File: config.mk
export PLATFORM = sky130hd
export DESIGN_NAME = uart_tx_engine
export DESIGN_NICKNAME = d
export VERILOG_FILES = /design/src/rtl/uart_pkg.sv /design/src/rtl/uart_baud_tick.sv /design/src/rtl/uart_tx_engine.sv
export SDC_FILE = /design/constraint.sdc
export NUM_CORES = 1
export LEC_CHECK = 0
export ABC_AREA = 1
export BUFFER_PORTS_ARGS = -buffer_cell sky130_fd_sc_hd__buf_2
export CAP_MARGIN = 25
export CORE_MARGIN = 10
export CORE_UTILIZATION = 40
export CTS_BUF_LIST = sky130_fd_sc_hd__clkbuf_16
export CTS_CLUSTER_SIZE = 20
export DETAILED_ROUTE_END_ITERATION = 7
export GPL_TIMING_DRIVEN = 1
export PLACE_DENSITY_LB_ADDON = 0.25
export SETUP_SLACK_MARGIN = 0.5
export SYNTH_ARGS = -nofsm -noshare
export SYNTH_HDL_FRONTEND = slang
export SYNTH_SLANG_ARGS = --single-unit
File: constraint.sdc
create_clock -name clk -period 2.61 [get_ports clk]
set_clock_uncertainty 0.2 [all_clocks]
set_input_delay 0 -clock clk [delete_from_list [all_inputs] [get_ports clk]]
set_output_delay 0 -clock clk [all_outputs]
set_load 0.005 [all_outputs]
File: src/rtl/uart_pkg.sv
// Shared UART definitions: FSM state encoding and parity-mode constants,
// used by both the transmit engine and the receiver.
package uart_pkg;

  typedef enum logic [2:0] {
    IDLE   = 3'd0,
    START  = 3'd1,
    DATA   = 3'd2,
    PARITY = 3'd3,
    STOP   = 3'd4
  } uart_state_e;

  localparam logic PARITY_MODE_EVEN = 1'b0;
  localparam logic PARITY_MODE_ODD  = 1'b1;

  // Words narrower than 9 bits are zero-extended, which leaves the XOR unchanged.
  function automatic logic calc_parity(input logic [8:0] word, input logic mode);
    return (^word) ^ mode;
  endfunction

endpackage

File: src/rtl/uart_baud_tick.sv
// Bit-period timer: counts 0..CLKS_PER_BIT-1 and flags the last cycle of
// each period. Clearing restarts the period from zero.
module uart_baud_tick #(
  parameter int CLKS_PER_BIT = 16
) (
  input  logic clk,
  input  logic reset,
  input  logic clear,
  output logic tick
);

  localparam int CNT_W = $clog2(CLKS_PER_BIT);
  localparam logic [CNT_W-1:0] CNT_LAST = CNT_W'(CLKS_PER_BIT - 1);

  logic [CNT_W-1:0] cnt_q;
  logic [CNT_W-1:0] cnt_d;

  assign tick = (cnt_q == CNT_LAST);

  always_comb begin
    cnt_d = cnt_q;
    if (clear) begin
      cnt_d = {CNT_W{1'b0}};
    end else if (tick) begin
      cnt_d = {CNT_W{1'b0}};
    end else begin
      cnt_d = cnt_q + CNT_W'(1);
    end
  end

  always_ff @(posedge clk) begin
    if (reset) begin
      cnt_q <= {CNT_W{1'b0}};
    end else begin
      cnt_q <= cnt_d;
    end
  end

endmodule

File: src/rtl/uart_tx_engine.sv
// UART transmit engine: start bit, LSB-first data, optional parity and
// 1 or 2 stop bits, with back-to-back acceptance in the final stop cycle.
module uart_tx_engine
  import uart_pkg::*;
#(
  parameter int DATA_BITS    = 8,
  parameter int CLKS_PER_BIT = 16,
  parameter int PARITY_EN    = 1,
  parameter int PARITY_ODD   = 0,
  parameter int STOP_BITS    = 1
) (
  input  logic                 clk,
  input  logic                 reset,
  input  logic                 tx_start,
  input  logic [DATA_BITS-1:0] tx_data,
  output logic                 tx_ready,
  output logic                 tx,
  output logic                 tx_busy,
  output logic                 tx_done
);

  localparam int BIT_W = $clog2(DATA_BITS);
  localparam logic [BIT_W-1:0] BIT_LAST  = BIT_W'(DATA_BITS - 1);
  localparam logic [BIT_W-1:0] STOP_LAST = BIT_W'(STOP_BITS - 1);
  localparam logic PAR_MODE = (PARITY_ODD != 0) ? PARITY_MODE_ODD : PARITY_MODE_EVEN;

  uart_state_e          state_q, state_d;
  logic [BIT_W-1:0]     bit_cnt_q, bit_cnt_d;
  logic [DATA_BITS-1:0] shift_q, shift_d;
  logic                 parity_q, parity_d;
  logic                 tx_q, tx_d;
  logic                 baud_clear_s;
  logic                 baud_tick_s;
  logic                 last_cycle_s;
  logic                 accept_s;

  uart_baud_tick #(
    .CLKS_PER_BIT(CLKS_PER_BIT)
  ) u_baud (
    .clk  (clk),
    .reset(reset),
    .clear(baud_clear_s),
    .tick (baud_tick_s)
  );

  assign last_cycle_s = (state_q == STOP) && baud_tick_s && (bit_cnt_q == STOP_LAST);
  assign tx_ready     = (state_q == IDLE) || last_cycle_s;
  assign tx_done      = last_cycle_s;
  assign tx_busy      = (state_q != IDLE);
  assign tx           = tx_q;
  assign accept_s     = tx_start && tx_ready;

  always_comb begin
    state_d      = state_q;
    bit_cnt_d    = bit_cnt_q;
    shift_d      = shift_q;
    parity_d     = parity_q;
    baud_clear_s = 1'b0;
    case (state_q)
      IDLE: begin
        baud_clear_s = 1'b1;
        if (accept_s) begin
          state_d   = START;
          shift_d   = tx_data;
          parity_d  = calc_parity(9'(tx_data), PAR_MODE);
          bit_cnt_d = {BIT_W{1'b0}};
        end else begin
          state_d = IDLE;
        end
      end
      START: begin
        if (baud_tick_s) begin
          state_d      = DATA;
          bit_cnt_d    = {BIT_W{1'b0}};
          baud_clear_s = 1'b1;
        end else begin
          state_d = START;
        end
      end
      DATA: begin
        if (baud_tick_s) begin
          if (bit_cnt_q == BIT_LAST) begin
            state_d      = (PARITY_EN != 0) ? PARITY : STOP;
            bit_cnt_d    = {BIT_W{1'b0}};
            baud_clear_s = 1'b1;
          end else begin
            bit_cnt_d = bit_cnt_q + BIT_W'(1);
            shift_d   = {1'b0, shift_q[DATA_BITS-1:1]};
          end
        end else begin
          state_d = DATA;
        end
      end
      PARITY: begin
        if (baud_tick_s) begin
          state_d      = STOP;
          bit_cnt_d    = {BIT_W{1'b0}};
          baud_clear_s = 1'b1;
        end else begin
          state_d = PARITY;
        end
      end
      STOP: begin
        // bit_cnt_q doubles as the stop-bit index here
        if (last_cycle_s) begin
          baud_clear_s = 1'b1;
          bit_cnt_d    = {BIT_W{1'b0}};
          if (accept_s) begin
            state_d  = START;
            shift_d  = tx_data;
            parity_d = calc_parity(9'(tx_data), PAR_MODE);
          end else begin
            state_d = IDLE;
          end
        end else if (baud_tick_s) begin
          bit_cnt_d = bit_cnt_q + BIT_W'(1);
        end else begin
          state_d = STOP;
        end
      end
      default: begin
        state_d      = IDLE;
        baud_clear_s = 1'b1;
      end
    endcase
  end

  // Line level is computed from the next state so tx stays a clean register.
  always_comb begin
    tx_d = 1'b1;
    case (state_d)
      IDLE:    tx_d = 1'b1;
      START:   tx_d = 1'b0;
      DATA:    tx_d = shift_d[0];
      PARITY:  tx_d = parity_d;
      STOP:    tx_d = 1'b1;
      default: tx_d = 1'b1;
    endcase
  end

  always_ff @(posedge clk) begin
    if (reset) begin
      state_q   <= IDLE;
      bit_cnt_q <= {BIT_W{1'b0}};
      shift_q   <= {DATA_BITS{1'b0}};
      parity_q  <= 1'b0;
      tx_q      <= 1'b1;
    end else begin
      state_q   <= state_d;
      bit_cnt_q <= bit_cnt_d;
      shift_q   <= shift_d;
      parity_q  <= parity_d;
      tx_q      <= tx_d;
    end
  end

endmodule
Word-level counts from Yosys, hierarchy flattened:

Cells that the tools add are included.

* eq/ne operators: 15
* muxes and demuxes: 29
* reductions and logical operators: 14
* add/subtract/negate cells: 2

Operator list (count)
* 3-bit 2-to-1 mux: 11
* 8-bit 2-to-1 mux: 4
* 8-bit one-hot mux with 3 select lines: 1
* 3-bit one-hot mux with 5 select lines: 1
* 3-bit by 2-bit equality test with 1-bit output (second input constant): 4
* 3-bit one-hot mux with 4 select lines: 1
* 9-bit parity: 1
* 2-bit != test (second input constant): 4
* 1-bit 2-to-1 mux: 7
* 3-bit by 1-bit equality test with 1-bit output (second input constant): 2
* 3-bit equality test (second input constant): 2
* 3-bit zero test: 2
* 1-bit one-hot mux with 3 select lines: 2
* 3-bit nonzero test: 2
* 5-bit AND reduction: 1
* 4-bit by 1-bit adder with 4-bit output (second input constant): 1
* 4-bit equality test (second input constant): 1
* 4-bit AND reduction: 1
* 4-bit nonzero test: 1
* 3-bit by 1-bit adder with 3-bit output (second input constant): 1
* 1-bit logical AND: 3
* 3-bit != test (second input constant): 1
* 3-bit OR reduction: 1
* 2-bit 2-to-1 mux: 1
* other kinds (4): 4

* word-level logic and storage cells: 67
* bits of input ports: 11
* output and inout bits: 4
* register bits: 20

Depth between registers and ports, before layout:

Gate-level depths: netlist of the first run.

* depth after elaboration: 10
* depth in mapped cells: 13
* gate-level depth less buffers: 13

Cells and area by module:

A second synthesis of the first run with hierarchy kept.

* cell total of the unflattened synthesis: 191
* area, all modules: 1267.5 µm²

Modules (own cells, without submodules)
* uart_tx_engine: cells an instance 172, instances 1, area an instance 1101.1 µm², seq. area each 320.3 µm²
* uart_baud_tick: cells an instance 19, instances 1, area an instance 166.4 µm², seq. area each 80.1 µm²

Worst setup path before layout of the first run:

Ideal clock, no wire load.

* path kind: register -> register
* start point: register u_baud.cnt_q[0]
* end point: register tx_q, in the netlist tx
* clock period less this slack: 1620 ps
* arrival: 1304 ps
* path slack: 990 ps
* path buffers: 0
* data required time: 2293 ps
* setup time: 117 ps
* cell stages (with the launch flop): 13
* cell sequence: dfxtp_1 -> ha_1 -> nand2_2 -> nor2_8 -> nand2_4 -> nand2_8 -> nand2_8 -> inv_4 -> nand2_2 -> nand2_1 -> nand2_1 -> nand2_1 -> nand3_2

* word-level cells in the longest chain between the ends: 10
* elaborated cells between the ends (all ways): 23
* those cells by class: eq/ne: 4; mux: 15; reduce/logical: 4

Ends and longest elaborated chain
* from (decl): RTL line uart_baud_tick.sv:15 `logic [CNT_W-1:0] cnt_q;`
* from (signal assigned): RTL line uart_baud_tick.sv:33 `cnt_q <= {CNT_W{1'b0}};`
* from (signal assigned): RTL line uart_baud_tick.sv:35 `cnt_q <= cnt_d;`
* 4-bit equality test (*): RTL line uart_baud_tick.sv:18 `assign tick = (cnt_q == CNT_LAST);`
* 1-bit logical AND (*) (2 in a row): RTL line uart_tx_engine.sv:46 `assign last_cycle_s = (state_q == STOP) && baud_tick_s && (bit_cnt_q == STOP_LAST);`
* 1-bit logical OR (*): RTL line uart_tx_engine.sv:47 `assign tx_ready = (state_q == IDLE) || last_cycle_s;`
* via tx_ready: RTL line uart_tx_engine.sv:16 `output logic tx_ready,`
* 1-bit logical AND (*): RTL line uart_tx_engine.sv:51 `assign accept_s = tx_start && tx_ready;`
* 1-bit 2-to-1 mux: RTL line uart_tx_engine.sv:62, uart_tx_engine.sv:108
* 3-bit 2-to-1 mux: RTL line uart_tx_engine.sv:105 `if (last_cycle_s) begin`
* 3-bit one-hot mux with 5 select lines: RTL line uart_tx_engine.sv:59 `case (state_q)`
* 3-bit by 2-bit equality test with 1-bit output or 3-bit by 1-bit equality test with 1-bit output (tied branches): RTL line uart_tx_engine.sv:131 `case (state_d)`
* 1-bit one-hot mux with 3 select lines (*): RTL line uart_tx_engine.sv:131
* to (signal assigned): RTL line uart_tx_engine.sv:153 `tx_q <= tx_d;`
* to (decl): RTL line uart_tx_engine.sv:31 `logic tx_q, tx_d;`

Mark *: on every way through the listed nets, which the timed path passes. The rest lies on a longest branch. The select of a mux whose other input is x is not followed.
A chain may end at the register's enable or synchronous reset.

Worst setup path in the final report of the first run:

* start point: register u_baud.cnt_q[0]
* end point: register tx_q, in the netlist tx

* word-level cells in the longest chain between the ends: 10
* elaborated cells between the ends (all ways): 23
* those cells by class: eq/ne: 4; mux: 15; reduce/logical: 4

Ends and longest elaborated chain (RTL line)
* 4-bit equality test (*): uart_baud_tick.sv:18
* 1-bit logical AND (2 in a row): uart_tx_engine.sv:46
* 1-bit logical OR: uart_tx_engine.sv:47
* 1-bit logical AND: uart_tx_engine.sv:51
* 1-bit 2-to-1 mux: uart_tx_engine.sv:62, uart_tx_engine.sv:108
* 3-bit 2-to-1 mux: uart_tx_engine.sv:105
* 3-bit one-hot mux with 5 select lines: uart_tx_engine.sv:59
* 3-bit by 2-bit equality test with 1-bit output or 3-bit by 1-bit equality test with 1-bit output (tied branches): uart_tx_engine.sv:131
* 1-bit one-hot mux with 3 select lines (*): uart_tx_engine.sv:131

Mark *: on every way between the ends. The rest lies on a longest branch, timed or not. The select of a mux whose other input is x is not followed.

==> results of run 1 <==
==> kinds of logic (layout without fill, tap and decap cells) <==
kind of cell,after synthesis,count (layout),synth area share
xor gates and xnor gates,2,2,0.0131
buffers and inverters,35,62,0.100
AOI/OAI and AO/OA,20,20,0.0927
adders and majority gates,4,4,0.0375
and+or+nand+nor,122,122,0.457
DFF,20,20,0.300
==> layer usage <==
layer	global-route usage	vias to the layer above	share of wire
met4	0.0219	0	0.0082
met2	0.165	34	0.47
met1	0.120	534	0.47
li1	-	684	-
met5	0	-	0
met3	0.0300	4	0.047
==> worst max-delay path by stage <==
stage	endpoint	depth (start not counted)
6_report	tx	10
2_1_floorplan	tx	12
4_1_cts	tx	10
3_3_place_gp	tx	10
3_5_place_dp	tx	10
5_1_grt	tx	10
==> area by class of cell <==
cell class              count  share of cell area
inverters                  34              0.0783
well taps                  44              0.0331
repair buffers             24               0.102
flip-flops and latches     20               0.241
clock buffers               3              0.0451
clock inverters             1              0.0181
multi-input cells         148               0.482
==> worst max-delay path, delay by kind of cell, from the launching register on <==
kind | cells | cell delay, ns
adder cells (fa/ha/maj) | 1 | 0.21
flip-flops | 1 | 0.35
AND/OR/NAND/NOR | 9 | 0.92
==> cells in the final DEF, fill, tap and decap left out <==
master and instances:
nand2_4 2, bufinv_16 1, inv_4 1, nor2_4 1, dfxtp_1 20, o21ai_0 4, nand3_1 9, nor3b_1 1
nor3_4 1, inv_2 4, nand2_8 2, ha_1 4, nor2_1 21, clkbuf_16 3, nor3_1 1, xor2_1 1
a31oi_1 6, dlygate4sd3_1 10, o211ai_4 1, o21ai_1 1, nand4_1 3, nor3_2 1, inv_1 29, buf_2 14
nand3_2 2, nand2_1 72, nor2_8 2, a21oi_1 8, xnor2_1 1, nand2_2 4
==> state kept, by name, summed over array words and instances, names as in the netlist <==
register	cells
shift_q	8
state_q	3
parity_q	1
tx	1
u_baud.cnt_q	4
bit_cnt_q	3
==> metrics by stage <==
step	hold WS, ns	utilization	worst slack [ns]
2_1_floorplan	-0.0339	-	0.990
3_3_place_gp	0.100	0.466	0.869
3_5_place_dp	0.102	0.466	0.850
4_1_cts	0.250	0.532	0.798
5_1_grt	0.285	0.532	0.586
6_report	0.244	0.532	0.824
==> power breakdown <==
| group | switching, mW | total [mW] | internal, mW |
|---|---|---|---|
| Clock | 0.116 | 0.420 | 0.304 |
| Sequential | 0.00926 | 0.331 | 0.321 |
| Combinational | 0.0841 | 0.142 | 0.0578 |
==> what timing repair did <==
item	in CTS	in global routing
endpoints found under the setup margin	0	0
endpoints found under the hold margin	10	0
hold buffers	10	0
==> impl_metrics.ini, run 1 <==
[final_layout]
stdcell_area_um2 = 1660
final.fill_count = 311
areaGrowthSynthToFinish_pct = 24.4
nNetsFinal = 246
finalNonFillerCells = 274
layout-drive-gt1-share = 0.170
multi_input_area_um2 = 802
seq_area_um2 = 400
n_antenna_cell = 0

[drt]
vias_per_cell = 4.58
drt_iter0_drc = 72
routedWlPerCell_um = 10.2
ant_nets = 0
drt-total-wl_mm = 2.80
route.vias.total = 1256
firstDrtPassIters = 4
drc_errors = 0

[clock_tree]
cts_tree = built
clockRootBuffer = clkbuf_16
cts_buffer_depth = 2
clock_latency_ns = 0.25
cts_resized = 0
postCtsSetupRepairBufs = 0
clock_sinks = 20
h-tree-depth = 1
path_clk_slew_ns = 0.06
cts_inserted_buffers = 3

[synthesis]
synth_top_area_cell = dfxtp_1
synth_commonest_cells = nand2_1 (72), inv_1 (29), nor2_1 (21)
synthCells = 203
async_reset_ff_frac = 0
synth_area_um2 = 1340
yosysWarnings = 0
syn_area_per_cell_um2 = 6.58
synth_seq_area_share = 0.300
netlist.area_leader.share = 0.300
ys_types = 27
synth-seq-cells = 20
ys.flop_type = dfxtp_1
yosys.cell_count.top_type = nand2_1
synth_edf_count = 0
syn-num-nets = 218
synthTopCellsByArea = dfxtp_1 (30%), nand2_1 (20%), inv_1 (8.1%), nor2_1 (5.9%), ha_1 (3.7%)

[sta]
rsz0062_at_grt = no
max_freq_mhz = 560
final-setup-viol-count = 0
finalMaxSlewViolations = 0
tns_ns = 0
fin_crit_sh = 0.684
worstMarginPinSlew_ns = 0.334
period_needed_ns = 1.79
hold_violations = 0
max_slew_margin = 0.777

[worst_setup_path]
crit_start = u_baud.cnt_q[0]
cp_max_fo = 5
r2r_slack_ns = 0.82
r2r-end = tx
crit_type = reg -> reg
start_kind = register
r2r.worst_path.cells = 10
path_cells = ha_1 > nand3_1 > nor2_1 > nand2_1 > nand2_1 > nand2_1 > nand2_1 > nand2_1 > nand2_1 > nand3_2
critPathArrivalTime_ns = 1.73
r2r_start = u_baud.cnt_q[0]
cpPeakStageDelay_ns = 0.35
worstPathRequired_ns = 2.56
crit_slowest_cell = dfxtp_1
crit_top_cell = nand2_1
cp-end-kind = register

[job]
drv_cap = 0

[grt]
antenna_found_initial = 0
grt_pass1_vias = 1141
gr-total-overflow = 0
track_usage = 0.0983
grt_start_max_net_pins = 13
grt_pass1_wl_mm = 5.06

[hold_path]
hold_class = reg -> reg
worstHoldStart = u_baud.cnt_q[0]
holdPathStages = 1
whs_endpoint = u_baud.cnt_q[0]

[place]
gp_congestion = 0.823
portBuffers = 14
place_hpwl_mm = 2.09
dp.cells = 260
place_area_um2 = 1460

[floorplan]
fp.dieW_um = 77.8
start_util = 0.427
ioPinCount = 15
dieArea_um2 = 6050
core_um2 = 3130
rows = 20
die_h_um = 77.8

[power]
total_power_mw = 0.893
power.leakage_nw = 0.851
power_density_nw_per_um2 = 537
vdd_ir_drop_max_v = 0.000342

[status]
status = complete, no violations
Note: power is estimated with default switching activity, not from simulation.
==> run 2: changes to the inputs <==
==> constraint.sdc (replaced) <==
create_clock -name clk -period 1.7 [get_ports clk]
set_clock_uncertainty 0.2 [all_clocks]
set_input_delay 0 -clock clk [delete_from_list [all_inputs] [get_ports clk]]
set_output_delay 0 -clock clk [all_outputs]
set_load 0.005 [all_outputs]
==> run 2 against run 1 <==
  * Die area did not move
  * First-iteration DRC count decreased by 42%
  * Sequential share of layout area down 2.8 points
  * Flip-flop and latch count unchanged
  * Register-to-register slack got worse by 0.79 ns
  * Clock-buffer cell count unchanged
  * Hold slack got worse by 0.24 ns
  * Cell area is 16% higher
  * Global-route usage rose by 0.60 points
  * Worst setup slack got worse by 0.79 ns
  * Power grew 42%
  * Critical path depth rose by 1
  * Critical path type unchanged
  * Largest cell class unchanged
  * Largest power group is now sequential cells
  * Highest routed layer unchanged
==> impl_metrics.ini, run 2 (synthesis results as in run 1) <==
[final_layout]
top_regs = shift_q x8, u_baud.cnt_q x4
regMostFlops = shift_q
areaGrowthSynthToFinish_pct = 44.4
final_util = 0.617
n_antenna_cell = 0
largest_reg_flops = 8
multi_input_area_um2 = 965
finalNonFillerCells = 287
final.fill_count = 289
seq_area_um2 = 410
mostFrequentLayoutCells = nand2_1 (64), inv_1 (24), nor2_1 (15)
nNetsFinal = 259
layout-drive-gt1-share = 0.362
final_common_cell = nand2_1

[place]
dp.cells = 260
place_hpwl_mm = 2.13
pre_cts_slack_ns = 0.00382
portBuffers = 14
gp_congestion = 0.838

[drt]
vias_per_cell = 4.61
drt-total-wl_mm = 3.18
firstDrtPassIters = 6
route.vias.total = 1323
drc_errors = 0
routedWlPerCell_um = 11.1
ant_nets = 0
drt_iter0_drc = 42

[grt]
antenna_found_initial = 0
grt_pass1_vias = 1304
grt_pass1_wl_mm = 5.44
track_usage = 0.104
gr-total-overflow = 0
grt_start_max_net_pins = 12

[sta]
final-setup-viol-count = 0
worstMarginPinSlew_ns = 0.404
hold_violations = 0
max_slew_margin = 0.729
finalMaxSlewViolations = 0
max_freq_mhz = 601
hold_slack_ns = 0.00714
layout_setup_ws_ns = 0.0351
rsz0062_at_grt = yes
period_needed_ns = 1.66
fin_crit_sh = 0.979

[floorplan]
dieArea_um2 = 6050
ioPinCount = 15
core_um2 = 3130
die_h_um = 77.8
fp.dieW_um = 77.8
rows = 20
start_util = 0.427

[worst_setup_path]
cp_max_fo = 5
critPathArrivalTime_ns = 1.61
crit_type = reg -> reg
start_kind = register
worstPathRequired_ns = 1.64
cp-end-kind = register

[clock_tree]
h-tree-depth = 1
cts_inserted_buffers = 3
clockRootBuffer = clkbuf_16
path_clk_slew_ns = 0.06
cts_tree = built
clock_latency_ns = 0.25
clock_sinks = 20
cts_buffer_depth = 2

[power]
vdd_ir_drop_max_v = 0.000321
power_density_nw_per_um2 = 657
total_power_mw = 1.27
power.leakage_nw = 0.932

[hold_path]
hold_class = in -> reg

[status]
status = complete, no violations

[job]
drv_cap = 0
[run 2: cell count changes in the layout (fill, tap and decap cells not counted), sizes merged]
cell,delta
bufinv,-1
inv,-1
dlygate4sd3,+1
buf,+12
clkinv,+2
[run 2: layer usage]
metal / part of all wire / track usage
met5: 0 / 0
met1: 0.46 / 0.126
met4: 0.013 / 0.0383
met3: 0.034 / 0.0150
met2: 0.49 / 0.182
[run 2: stage by stage]
stage | TNS (ns) | instance area (µm²)
after floorplan | 0 | 1380
after global placement | 0 | 1500
after detailed placement | 0 | 1500
after CTS | 0 | 1780
after global routing | -0.0742 | 1930
final | 0 | 1930
[run 2: area by class of cell]
class	count	share of cell area
Clock inverter	1	0.00195
Timing Repair Buffer	37	0.145
Sequential cell	20	0.213
Tap cell	44	0.0285
Clock buffer	3	0.0389
Inverter	34	0.0726
Multi-Input combinational cell	148	0.500
[run 2: path summary, 6_finish.rpt]
check                                     start  cells past startpoint  slack (ns)    endpoint
worst min register to register         parity_q                      2        0.26    parity_q
worst min-delay path                 tx_data[0]                      5       0.007  shift_q[0]
worst max register to register  u_baud.cnt_q[1]                     11        0.04          tx
worst max-delay path            u_baud.cnt_q[1]                     11        0.04          tx
[run 2: power breakdown]
part / internal (mW) / leakage [nW] / switching [mW]
clock network: 0.313 / 0.0385 / 0.173
logic: 0.116 / 0.726 / 0.153
registers: 0.494 / 0.167 / 0.0168
[run 2: worst max-delay path, cell delays in order (launching register included)]
cell     delay [ns]
dfxtp_2        0.35
ha_4           0.17
nand2_4        0.07
nor2_8         0.13
buf_4          0.13
nand2_1        0.07
nand2_1        0.09
nand2_2        0.07
nand2_2        0.09
nand2_2        0.05
nand2_1        0.08
nand3_2        0.07
[run 2: timing repair]
item	4_1_cts	5_1_grt
resized for setup	16	30
endpoints found under the setup margin	23	23
setup buffers	7	5
hold endpoints to repair	10	0
hold buffers	11	0
pin swaps	15	8
